**src/rtl/reset_sequencer_pkg.sv**
```systemverilog
// Shared encodings for the reset sequencer: channel trigger modes, FSM states,
// cause-register bit offsets and a counter-width helper.
package reset_sequencer_pkg;

   localparam logic [1:0] MODE_LEVEL = 2'b00;
   localparam logic [1:0] MODE_RISE  = 2'b01;
   localparam logic [1:0] MODE_FALL  = 2'b10;
   localparam logic [1:0] MODE_OFF   = 2'b11;

   typedef enum logic [1:0] {
      WAIT_LOCK = 2'd0,
      STRETCH   = 2'd1,
      RUN       = 2'd2
   } state_t;

   // Cause bits above the channel flags sit at CHANNELS + offset.
   localparam int CAUSE_PLL_OFS = 0;
   localparam int CAUSE_WDT_OFS = 1;

   function automatic int cnt_width(input int max_val);
      return (max_val > 0) ? $clog2(max_val + 1) : 1;
   endfunction

endpackage

```
**src/rtl/reset_sequencer_if.sv**
```systemverilog
// Request/status bundle between the reset sequencer and its surroundings.
interface reset_sequencer_if
   import reset_sequencer_pkg::*;
#(
   parameter int CHANNELS = 2
);
   logic                    io_pllLocked;
   logic [CHANNELS-1:0]     io_resetReq;
   logic [2*CHANNELS-1:0]   io_edgeMode;
   logic                    io_causeClear;
   logic                    io_wdtEnable;
   logic                    io_wdtKick;
   logic                    io_coreReset;
   logic [CHANNELS+1:0]     io_resetCause;

   modport master (
      output io_pllLocked, io_resetReq, io_edgeMode, io_causeClear, io_wdtEnable, io_wdtKick,
      input  io_coreReset, io_resetCause
   );

   modport slave (
      input  io_pllLocked, io_resetReq, io_edgeMode, io_causeClear, io_wdtEnable, io_wdtKick,
      output io_coreReset, io_resetCause
   );
endinterface

```
**src/rtl/reset_sequencer_channel.sv**
```systemverilog
// One reset-request channel: synchroniser, debouncer, priming and trigger decode.
module reset_channel
   import reset_sequencer_pkg::*;
#(
   parameter int SYNC_STAGES     = 2,
   parameter int DEBOUNCE_CYCLES = 1000
) (
   input  logic       clk_i,
   input  logic       rst_ni,
   input  logic       pin_i,
   input  logic [1:0] mode_i,
   output logic       trig_o
);
   localparam int DCW = cnt_width(DEBOUNCE_CYCLES);

   logic [SYNC_STAGES-1:0] sync_q;
   logic [DCW-1:0]         cnt_q, cnt_d;
   logic                   deb_q, deb_d;
   logic                   primed_q, primed_d;
   logic                   rise_q, rise_d;
   logic                   fall_q, fall_d;
   logic                   synced;

   assign synced = sync_q[SYNC_STAGES-1];

   // The first accepted level after reset only primes the channel, so an idle
   // pin that powers up in its inactive state never fakes an edge.
   always_comb begin
      cnt_d    = '0;
      deb_d    = deb_q;
      primed_d = primed_q;
      rise_d   = 1'b0;
      fall_d   = 1'b0;
      if (synced != deb_q) begin
         if (cnt_q == DCW'(DEBOUNCE_CYCLES)) begin
            deb_d    = synced;
            primed_d = 1'b1;
            rise_d   = primed_q & synced;
            fall_d   = primed_q & ~synced;
         end else begin
            cnt_d = cnt_q + 1'b1;
         end
      end
   end

   always_ff @(posedge clk_i or negedge rst_ni) begin
      if (!rst_ni) begin
         sync_q   <= '0;
         cnt_q    <= '0;
         deb_q    <= 1'b0;
         primed_q <= 1'b0;
         rise_q   <= 1'b0;
         fall_q   <= 1'b0;
      end else begin
         sync_q   <= {sync_q[SYNC_STAGES-2:0], pin_i};
         cnt_q    <= cnt_d;
         deb_q    <= deb_d;
         primed_q <= primed_d;
         rise_q   <= rise_d;
         fall_q   <= fall_d;
      end
   end

   always_comb begin
      trig_o = 1'b0;
      case (mode_i)
         MODE_LEVEL: trig_o = primed_q & deb_q;
         MODE_RISE:  trig_o = rise_q;
         MODE_FALL:  trig_o = fall_q;
         MODE_OFF:   trig_o = 1'b0;
         default:    trig_o = 1'b0;
      endcase
   end

endmodule

```
**src/rtl/reset_sequencer.sv**
```systemverilog
// Core reset generator: merges PLL lock, request channels and an optional
// watchdog (enabled by RESET_SEQUENCER_WATCHDOG_EN) into a stretched reset.
module reset_sequencer
   import reset_sequencer_pkg::*;
#(
   parameter int CHANNELS        = 2,
   parameter int SYNC_STAGES     = 2,
   parameter int DEBOUNCE_CYCLES = 1000,
   parameter int STRETCH_CYCLES  = 255,
   parameter int WDT_TIMEOUT     = 2**20
) (
   input  logic               io_mainClk,
   input  logic               io_asyncReset_n,
   reset_sequencer_if.slave   bus
);
   localparam int                  CAUSE_W   = CHANNELS + 2;
   localparam int                  SCW       = cnt_width(STRETCH_CYCLES - 1);
   localparam int                  WDT_W     = cnt_width(WDT_TIMEOUT);
   localparam logic [CAUSE_W-1:0]  CAUSE_RST = CAUSE_W'(1) << CHANNELS;

   logic [SYNC_STAGES-1:0] lock_sync_q;
   logic                   lock_ok;
   logic [CHANNELS-1:0]    ch_trig;
   logic                   wdt_expire;
   logic                   trig;
   logic                   lock_loss;
   state_t                 state_q, state_d;
   logic [SCW-1:0]         scnt_q, scnt_d;
   logic                   core_reset_q, core_reset_d;
   logic [CAUSE_W-1:0]     cause_q, cause_d;

   for (genvar c = 0; c < CHANNELS; c++) begin : g_ch
      reset_channel #(
         .SYNC_STAGES     (SYNC_STAGES),
         .DEBOUNCE_CYCLES (DEBOUNCE_CYCLES)
      ) u_ch (
         .clk_i  (io_mainClk),
         .rst_ni (io_asyncReset_n),
         .pin_i  (bus.io_resetReq[c]),
         .mode_i (bus.io_edgeMode[2*c +: 2]),
         .trig_o (ch_trig[c])
      );
   end

   assign lock_ok = lock_sync_q[SYNC_STAGES-1];
   assign trig    = (|ch_trig) | wdt_expire;

`ifdef RESET_SEQUENCER_WATCHDOG_EN
   logic [WDT_W-1:0] wdt_q, wdt_d;

   // A kick in the expiry cycle wins, so firmware kicking exactly on time is safe.
   always_comb begin
      wdt_d      = '0;
      wdt_expire = 1'b0;
      if (state_q == RUN && bus.io_wdtEnable && !bus.io_wdtKick) begin
         if (wdt_q == WDT_W'(WDT_TIMEOUT)) begin
            wdt_expire = 1'b1;
         end else begin
            wdt_d = wdt_q + 1'b1;
         end
      end
   end

   always_ff @(posedge io_mainClk or negedge io_asyncReset_n) begin
      if (!io_asyncReset_n) begin
         wdt_q <= '0;
      end else begin
         wdt_q <= wdt_d;
      end
   end
`else
   logic [WDT_W-1:0] unused_wdt;
   assign unused_wdt = {WDT_W{bus.io_wdtEnable ^ bus.io_wdtKick}};
   assign wdt_expire = 1'b0;
`endif

   // Lock loss is checked first in every state so it always overrides a trigger.
   always_comb begin
      state_d   = state_q;
      scnt_d    = scnt_q;
      lock_loss = 1'b0;
      case (state_q)
         WAIT_LOCK: begin
            if (lock_ok) begin
               state_d = STRETCH;
               scnt_d  = '0;
            end
         end
         STRETCH: begin
            if (!lock_ok) begin
               state_d   = WAIT_LOCK;
               lock_loss = 1'b1;
            end else if (trig) begin
               scnt_d = '0;
            end else if (scnt_q == SCW'(STRETCH_CYCLES - 1)) begin
               state_d = RUN;
            end else begin
               scnt_d = scnt_q + 1'b1;
            end
         end
         RUN: begin
            if (!lock_ok) begin
               state_d   = WAIT_LOCK;
               lock_loss = 1'b1;
            end else if (trig) begin
               state_d = STRETCH;
               scnt_d  = '0;
            end
         end
         default: state_d = WAIT_LOCK;
      endcase
      core_reset_d = (state_d != RUN);
   end

   always_comb begin
      cause_d = bus.io_causeClear ? '0 : cause_q;
      cause_d[CHANNELS-1:0]              = cause_d[CHANNELS-1:0] | ch_trig;
      cause_d[CHANNELS + CAUSE_PLL_OFS] = cause_d[CHANNELS + CAUSE_PLL_OFS] | lock_loss;
      cause_d[CHANNELS + CAUSE_WDT_OFS] = cause_d[CHANNELS + CAUSE_WDT_OFS] | wdt_expire;
   end

   always_ff @(posedge io_mainClk or negedge io_asyncReset_n) begin
      if (!io_asyncReset_n) begin
         lock_sync_q  <= '0;
         state_q      <= WAIT_LOCK;
         scnt_q       <= '0;
         core_reset_q <= 1'b1;
         cause_q      <= CAUSE_RST;
      end else begin
         lock_sync_q  <= {lock_sync_q[SYNC_STAGES-2:0], bus.io_pllLocked};
         state_q      <= state_d;
         scnt_q       <= scnt_d;
         core_reset_q <= core_reset_d;
         cause_q      <= cause_d;
      end
   end

   assign bus.io_coreReset  = core_reset_q;
   assign bus.io_resetCause = cause_q;

endmodule

```
**src/flat_wrapper.sv**
```systemverilog
// flat-port wrapper written by rule: the top's interface ports become plain ports
module reset_sequencer_flat import reset_sequencer_pkg::*;
#(
   parameter int CHANNELS        = 2,
   parameter int SYNC_STAGES     = 2,
   parameter int DEBOUNCE_CYCLES = 1000,
   parameter int STRETCH_CYCLES  = 255,
   parameter int WDT_TIMEOUT     = 2**20
)
  (io_mainClk, io_asyncReset_n, bus_io_pllLocked, bus_io_resetReq, bus_io_edgeMode, bus_io_causeClear, bus_io_wdtEnable, bus_io_wdtKick, bus_io_coreReset, bus_io_resetCause);
  reset_sequencer_if #(.CHANNELS(CHANNELS)) bus_i ();
  input  logic io_mainClk;
  input  logic io_asyncReset_n;
  input wire logic [$bits(bus_i.io_pllLocked)-1:0] bus_io_pllLocked;
  input wire logic [$bits(bus_i.io_resetReq)-1:0] bus_io_resetReq;
  input wire logic [$bits(bus_i.io_edgeMode)-1:0] bus_io_edgeMode;
  input wire logic [$bits(bus_i.io_causeClear)-1:0] bus_io_causeClear;
  input wire logic [$bits(bus_i.io_wdtEnable)-1:0] bus_io_wdtEnable;
  input wire logic [$bits(bus_i.io_wdtKick)-1:0] bus_io_wdtKick;
  output wire logic [$bits(bus_i.io_coreReset)-1:0] bus_io_coreReset;
  output wire logic [$bits(bus_i.io_resetCause)-1:0] bus_io_resetCause;
  assign bus_i.io_pllLocked = bus_io_pllLocked;
  assign bus_i.io_resetReq = bus_io_resetReq;
  assign bus_i.io_edgeMode = bus_io_edgeMode;
  assign bus_i.io_causeClear = bus_io_causeClear;
  assign bus_i.io_wdtEnable = bus_io_wdtEnable;
  assign bus_i.io_wdtKick = bus_io_wdtKick;
  assign bus_io_coreReset = bus_i.io_coreReset;
  assign bus_io_resetCause = bus_i.io_resetCause;
  reset_sequencer #(.CHANNELS(CHANNELS), .SYNC_STAGES(SYNC_STAGES), .DEBOUNCE_CYCLES(DEBOUNCE_CYCLES), .STRETCH_CYCLES(STRETCH_CYCLES), .WDT_TIMEOUT(WDT_TIMEOUT)) u_core (.io_mainClk(io_mainClk), .io_asyncReset_n(io_asyncReset_n), .bus(bus_i));
endmodule
```
**config.mk**
```make
export PLATFORM = sky130hd
export DESIGN_NAME = reset_sequencer_flat
export DESIGN_NICKNAME = d
export VERILOG_FILES = /design/src/rtl/reset_sequencer_pkg.sv /design/src/rtl/reset_sequencer_if.sv /design/src/rtl/reset_sequencer_channel.sv /design/src/rtl/reset_sequencer.sv /design/src/flat_wrapper.sv
export SDC_FILE = /design/constraint.sdc
export NUM_CORES = 1
export LEC_CHECK = 0
export ABC_AREA = 1
export CAP_MARGIN = 20
export CORE_UTILIZATION = 40
export CTS_CLUSTER_DIAMETER = 30
export DETAILED_ROUTE_END_ITERATION = 6
export DONT_BUFFER_PORTS = 1
export GPL_TIMING_DRIVEN = 1
export PLACE_DENSITY = 0.57
export SLEW_MARGIN = 0
export SYNTH_ARGS = -nofsm -noshare
export SYNTH_HDL_FRONTEND = slang
export SYNTH_SLANG_ARGS = --single-unit
```
**constraint.sdc**
```tcl
create_clock -name io_mainClk -period 1.8 [get_ports io_mainClk]
set_input_delay 0.36 -clock io_mainClk [delete_from_list [all_inputs] [get_ports io_mainClk]]
set_output_delay 0.36 -clock io_mainClk [all_outputs]
set_load 0.02 [all_outputs]
```
==> flow_metrics.tcl, run 1 <==
set metrics [dict create \
    area_of_the_core_mm2 0.00589 \
    antenna_found_initial 0 \
    setup_viol 0 \
    fin_util_pct 47.2 \
    netlist_instances 292 \
    fin_area_mm2 0.00278 \
    worst_skew_pair.late_latency_ps 290 \
    internal_power_summed_over_all_cells_mw 1.72 \
    edff_count_synth 0 \
    min-delay-path-class "primary input to flop" \
    share_comb_of_total_power_pct 23.2 \
    worst-endpoint-arrival_ps 1870 \
    critPathMaxFanout 5 \
    synth_top_area_share_pct 47.3 \
    p_clk_share_pct 26.7 \
    synth_top_cell_by_area "dfrtp_1" \
    slowest_delay_ps 380 \
    cts.sinks 48 \
    insertedDiodeCount 0 \
    drc 0 \
    grt_pass1_vias 1721 \
    detailroute.via_count 1809 \
    std_cell_rows 28 \
    yosys_most_used_dff "dfrtp_1" \
    async_reset_ff_share_pct 100 \
    net-switching-power_uw 717 \
    synth.yosys.warnings 0 \
    timing.critical_path.required_ps 1990 \
    route.antenna.remaining_nets 0 \
    vias_per_cell 4.65 \
    grtUsageMet1_pct 20.0 \
    grt_start_max_net_pins 49 \
    postPlaceCellArea_mm2 0.00257 \
    cts_max_level 2 \
    power_frac_seq_pct 50.1 \
    min_period_ps 1680 \
    synth_top_cells_by_area "dfrtp_1 (47%), nand2_1 (11%), inv_1 (6.5%)" \
    ys_types 29 \
    place.port_buffers 0 \
    area_growth_pct 14.1 \
    clkTransAtPathRegs_ps 80 \
    switching_share_pct 29.5 \
    peakVddDrop_v 0.000413 \
    grt_overflow 0 \
    power.leakage_nw 1.30 \
    fin_tns_setup_ps 0 \
    run_status "finished clean" \
    chip_height_um 80.0 \
    achievable-frequency_mhz 595 \
    reg2reg_slack_ps 120 \
    finalMaxSlewViolations 0 \
    share_of_post_route_cells_with_drive_strength_above_1_pct 13.7 \
    total_power_mw 2.43 \
    grt_first_pass_wirelength_um 7380 \
    die-area_mm2 0.00641 \
    finalHoldWorstSlack_ps 86.7 \
    post_synthesis_mean_instance_area_um2 8.34 \
    post_drt_wl_per_cell_um 10.9 \
    synth_nets 314 \
    tritoncts "done" \
    number_of_iterations_in_the_first_detailed_routing_pass 4 \
    syn-cell-area_mm2 0.00244 \
    clk_root_buffer_cell "clkbuf_8" \
    final-hold-violation-count 0 \
    startpoint_type "flop" \
    ys_seq_area_share_pct 49.4 \
    clockBufferDepth 2 \
    route.final.wire_length_um 4240 \
    finalWeightedCongestion 0.824 \
    globalRouteMet2Util_pct 23.7 \
    drt-initial-drc-count 94 \
    met3_usage_pct 3.43 \
    ios 17 \
    cap_violations 0 \
    dp_hpwl_um 2900 \
    floorplan.die.width_um 80.0 \
    end_kind "flop" \
    timing.clock.skew_ps 5.22 \
    global_route.usage.total_pct 14.8 \
    grt_busiest_layer "met2" \
    powerDensity_mw_per_mm2 876 \
    numnets_final 335 \
    initial_core_util_pct 41.4 \
    post_synthesis_register_bit_count 48 \
    timing_worst_setup_path_type "flop to flop" \
    tritoncts.num_buffers 5 \
    worst_path_max_delay_cell "dfrtp_1" \
    critical_path_cell_by_cell "inv_1, ha_1, inv_2, a21oi_1, nor3_2, buf_4, nand3_4, buf_4, nand2_1, nand2_1" \
    fin_crit_sh_pct 93.4 \
    num-fill-cells 584 \
]
layout by cell type (no fill, tap or decap), drive strengths merged:
master and count:
nand2 73, dfrtp 46, inv 43, nor2 39, nand3 22, nor3 15
buf 14, a21oi 10, ha 10, xor2 8, clkbuf 8, o21ai 8
xnor2 4, nor4 3, nand4 3, dfstp 2, and3 1, nor3b 1
or3 1, o21bai 1, conb 1, dlygate4sd3 1
logic make-up (layout without fill, tap and decap cells):
family	Yosys count	count (layout)	share of synthesized area [%]
AOI/OAI and AO/OA	19	19	4.93
xor gates and xnor gates	12	12	4.31
adders and majority gates	10	10	5.14
buffers and inverters	45	66	7.40
DFF	48	48	49.4
other	1	1	0.154
and+or+nand+nor	157	158	28.7
cell usage after synthesis (3+ instances only):
| cell type | count |
|---|---|
| ha_1 | 10 |
| nand3_1 | 20 |
| o21ai_0 | 5 |
| nor2_1 | 36 |
| inv_1 | 42 |
| nand4_1 | 3 |
| xnor2_1 | 4 |
| dfrtp_1 | 46 |
| nor3_2 | 4 |
| nor4_1 | 3 |
| xor2_1 | 8 |
| nand2_1 | 72 |
| nor3_1 | 11 |
| a21oi_1 | 9 |
| nor2_2 | 3 |
power groups by stage:
stage,sequential [mW],combinational [mW],clock (mW)
2_1_floorplan,1.22,0.290,0
3_3_place_gp,1.24,0.402,0
3_5_place_dp,1.24,0.408,0
4_1_cts,1.22,0.442,0.682
5_1_grt,1.23,0.639,0.719
6_report,1.22,0.565,0.649
per-layer routing:
| metal | share of wire, % | vias up |
|---|---|---|
| li1 | - | 956 |
| met1 | 52 | 829 |
| met2 | 45 | 20 |
| met3 | 2.6 | 4 |
| met4 | 0.82 | 0 |
| met5 | 0 | - |
final cells by class:
type / instances / area, µm² / area share, %
Tap cell: 75 / 93.8 / 3.38
Inverter: 43 / 161 / 5.81
Multi-Input combinational cell: 200 / 1090 / 39.1
Timing Repair Buffer: 15 / 143 / 5.13
Sequential cell: 48 / 1200 / 43.3
Clock buffer: 8 / 90.1 / 3.24
registers in the layout, summed over array words and instances (netlist names):
register                   count
u_core.g_ch.u_ch.cnt_q        20
u_core.scnt_q                  8
u_core.g_ch.u_ch.sync_q        4
u_core.bus.io_resetCause       3
u_core.g_ch.u_ch.deb_q         2
u_core.g_ch.u_ch.fall_q        2
u_core.g_ch.u_ch.primed_q      2
u_core.g_ch.u_ch.rise_q        2
u_core.lock_sync_q             2
u_core.state_q                 2
u_core.bus.io_coreReset        1
stage by stage:
stage	setup WS, ps	cells
3_5_place_dp	78.7	373
2_1_floorplan	330	292
3_3_place_gp	126	373
5_1_grt	-21.6	389
6_report	118	389
4_1_cts	67.9	383
worst paths after layout:
path / startpoint / end / cells after the start
worst max-delay path: u_core.state_q[1] / u_core.scnt_q[0] / 10
worst min-delay path: bus_io_resetReq[1] / u_core.g_ch[1].u_ch.sync_q[0] / 0
worst max register to register: u_core.state_q[1] / u_core.scnt_q[0] / 10
worst min register to register: u_core.g_ch[1].u_ch.sync_q[0] / u_core.g_ch[1].u_ch.sync_q[1] / 0
max in group asynchronous: io_asyncReset_n / u_core.bus.io_coreReset / 2
min in group asynchronous: io_asyncReset_n / u_core.g_ch[0].u_ch.cnt_q[2] / 2
worst max-delay path, delay by kind of cell (launching register included):
family / cells / cell delay [ps]
simple gates: 4 / 410
buf+inv: 4 / 490
flops: 1 / 380
fa+ha+maj: 1 / 220
compound gates: 1 / 70
timing repair:
| action | in CTS | in global routing |
|---|---|---|
| hold buffers | 2 | 0 |
| setup buffers | 0 | 5 |
| setup endpoints to repair | 0 | 6 |
| resized for setup | 0 | 10 |
| endpoints found under the hold margin | 48 | 0 |
Note: power is estimated with default switching activity, not from simulation.
==> run 2, diff against run 1 <==
Settings changed: CORE_UTILIZATION 40 to 50, PLACE_DENSITY 0.57 to 0.68.
==> run 2 against run 1 <==
Compared with the run above:
- critical path depth rose by 2
- utilization rose by 10 points
- largest power group unchanged
- clock skew barely moved
- critical path type unchanged
- register-to-register slack improved by 60 ps
==> flow_metrics.tcl, run 2 (same netlist as run 1, synthesis figures left out) <==
set metrics [dict create \
    run_status "finished clean" \
    sequential_cell_area_mm2 0.00120 \
    tritoncts.num_buffers 5 \
    dp_hpwl_um 2910 \
    finalMaxSlewViolations 0 \
    critical_path_cell_count 12 \
    worst-path-buf-inv 3 \
    post_drt_wl_per_cell_um 11.3 \
    worstRegToRegCells 12 \
    worst-endpoint-arrival_ps 1820 \
    critPathMaxFanout 6 \
    powerDensity_mw_per_mm2 919 \
    timing.clock.skew_ps 4.88 \
    min_period_ps 1620 \
    grt_start_max_net_pins 49 \
    final-hold-violation-count 0 \
    cts_max_level 2 \
    fin_tns_setup_ps 0 \
    layout.cells.most_common_list "nand2_1 (72), dfrtp_1 (46), inv_1 (41)" \
    post_cts.repair.setup_buffers 0 \
    clkTransAtPathRegs_ps 80 \
    detailroute.via_count 1774 \
    postPlaceCellArea_mm2 0.00251 \
    reg2reg_slack_ps 180 \
    grt_first_pass_wirelength_um 7230 \
    share_of_post_route_cells_with_drive_strength_above_1_pct 10.5 \
    area_growth_pct 10.2 \
    initial_core_util_pct 51.9 \
    worst_r2r_startpoint "u_core.scnt_q[0]" \
    slowest_delay_ps 420 \
    largest_reg_flops 20 \
    peakVddDrop_v 0.000516 \
    fin_crit_sh_pct 90.2 \
    drc 0 \
    layout_commonest_cell "nand2_1" \
    numnets_final 325 \
    timing.critical_path.required_ps 1990 \
    worstHoldEndpoint "u_core.lock_sync_q[0]" \
    ios 17 \
    grt_overflow 0 \
    worst_hold_startpoint "bus_io_pllLocked" \
    fin_area_mm2 0.00268 \
    grt_pass1_vias 1696 \
    startpoint_type "flop" \
    hold_path_depth 0 \
    route.antenna.remaining_nets 0 \
    insertedDiodeCount 0 \
    power.leakage_nw 1.26 \
    setup_viol 0 \
    worst_path_max_delay_cell "dfrtp_1" \
    clk_root_buffer_cell "clkbuf_8" \
    floorplan.die.width_um 71.8 \
    route.final.wire_length_um 4030 \
    timing_worst_setup_path_type "flop to flop" \
    clockBufferDepth 2 \
    largest_register "u_core.g_ch.u_ch.cnt_q" \
    global_route.usage.total_pct 18.2 \
    crit_family "simple AND/OR/NAND/NOR gates" \
    cts.sinks 48 \
    std_cell_rows 25 \
    tritoncts "done" \
    largestRegisters "u_core.g_ch.u_ch.cnt_q: 20 flops, u_core.scnt_q: 8 flops, u_core.g_ch.u_ch.sync_q: 4 flops" \
    cap_violations 0 \
    place.port_buffers 0 \
    finalWeightedCongestion 0.803 \
    critical_path_cell_by_cell "inv_1, ha_1, nand2_1, nor2_1, nand2_1, nor2_1, nand3_1, nand3_2, buf_4, inv_1, nand2_1, nand2_1" \
    drt-initial-drc-count 102 \
    achievable-frequency_mhz 616 \
    cpMostUsedCell "nand2_1" \
    die-area_mm2 0.00516 \
    number_of_iterations_in_the_first_detailed_routing_pass 4 \
    area_of_the_core_mm2 0.00469 \
    min-delay-path-class "primary input to flop" \
    total_power_mw 2.47 \
    multi_input_comb_area_mm2 0.00106 \
    reg2reg_to "u_core.scnt_q[7]" \
    num-fill-cells 441 \
    end_kind "flop" \
    vias_per_cell 4.96 \
    unrepaired_setup_endpoints_after_global_routing "false" \
    antenna_found_initial 0 \
    chip_height_um 71.8 \
    worst_skew_pair.late_latency_ps 300 \
]
## run 2: worst max path at each step
stage / startpoint / slack (ps) / end
6_report: u_core.scnt_q[0] / 180 / u_core.scnt_q[7]
4_1_cts: u_core.state_q[1] / 120 / u_core.scnt_q[7]
3_5_place_dp: u_core.state_q[1] / 150 / u_core.scnt_q[7]
2_1_floorplan: u_core.state_q[1] / 330 / u_core.scnt_q[3]
3_3_place_gp: u_core.state_q[1] / 130 / u_core.scnt_q[7]
5_1_grt: u_core.scnt_q[0] / 20 / u_core.scnt_q[7]
## run 2: per-layer routing
metal	part of all wire, %	global-route usage (%)	wire (µm)	vias to the layer above
met1	50	24.5	2010	817
li1	-	-	-	934
met4	2.0	8.50	81	0
met5	0	0	0	-
met2	46	27.6	1840	15
met3	2.5	4.64	102	8
## run 2: power breakdown
group          internal (mW)  switching, mW  leakage, nW
sequential              1.15         0.0704        0.640
combinational          0.162          0.258        0.559
clock                  0.490          0.340       0.0645
## run 2: area by class of cell
cell class              instances  share of cell area [%]
inverters                      43                    6.01
clock buffers                   7                    3.59
repair buffers                  6                    2.52
multi-input cells             199                    39.4
flip-flops and latches         48                    44.8
well taps                      54                    2.52
clock inverters                 1                    1.12
## run 2: what timing repair did
action	CTS	global route
endpoints found under the setup margin	0	6
resized for setup	0	2
hold buffers	2	0
endpoints found under the hold margin	48	0
## run 2: per-stage QoR
| step | hold WS, ps | setup WS (ps) | cells | util (%) |
|---|---|---|---|---|
| 2_1_floorplan | 64.4 | 330 | 292 | - |
| 3_3_place_gp | 66.6 | 133 | 348 | 53.6 |
| 3_5_place_dp | 66.6 | 149 | 348 | 53.6 |
| 4_1_cts | 67.9 | 121 | 358 | 57.1 |
| 5_1_grt | 60.2 | 19.3 | 358 | 57.2 |
| 6_report | 85.4 | 176 | 358 | 57.2 |
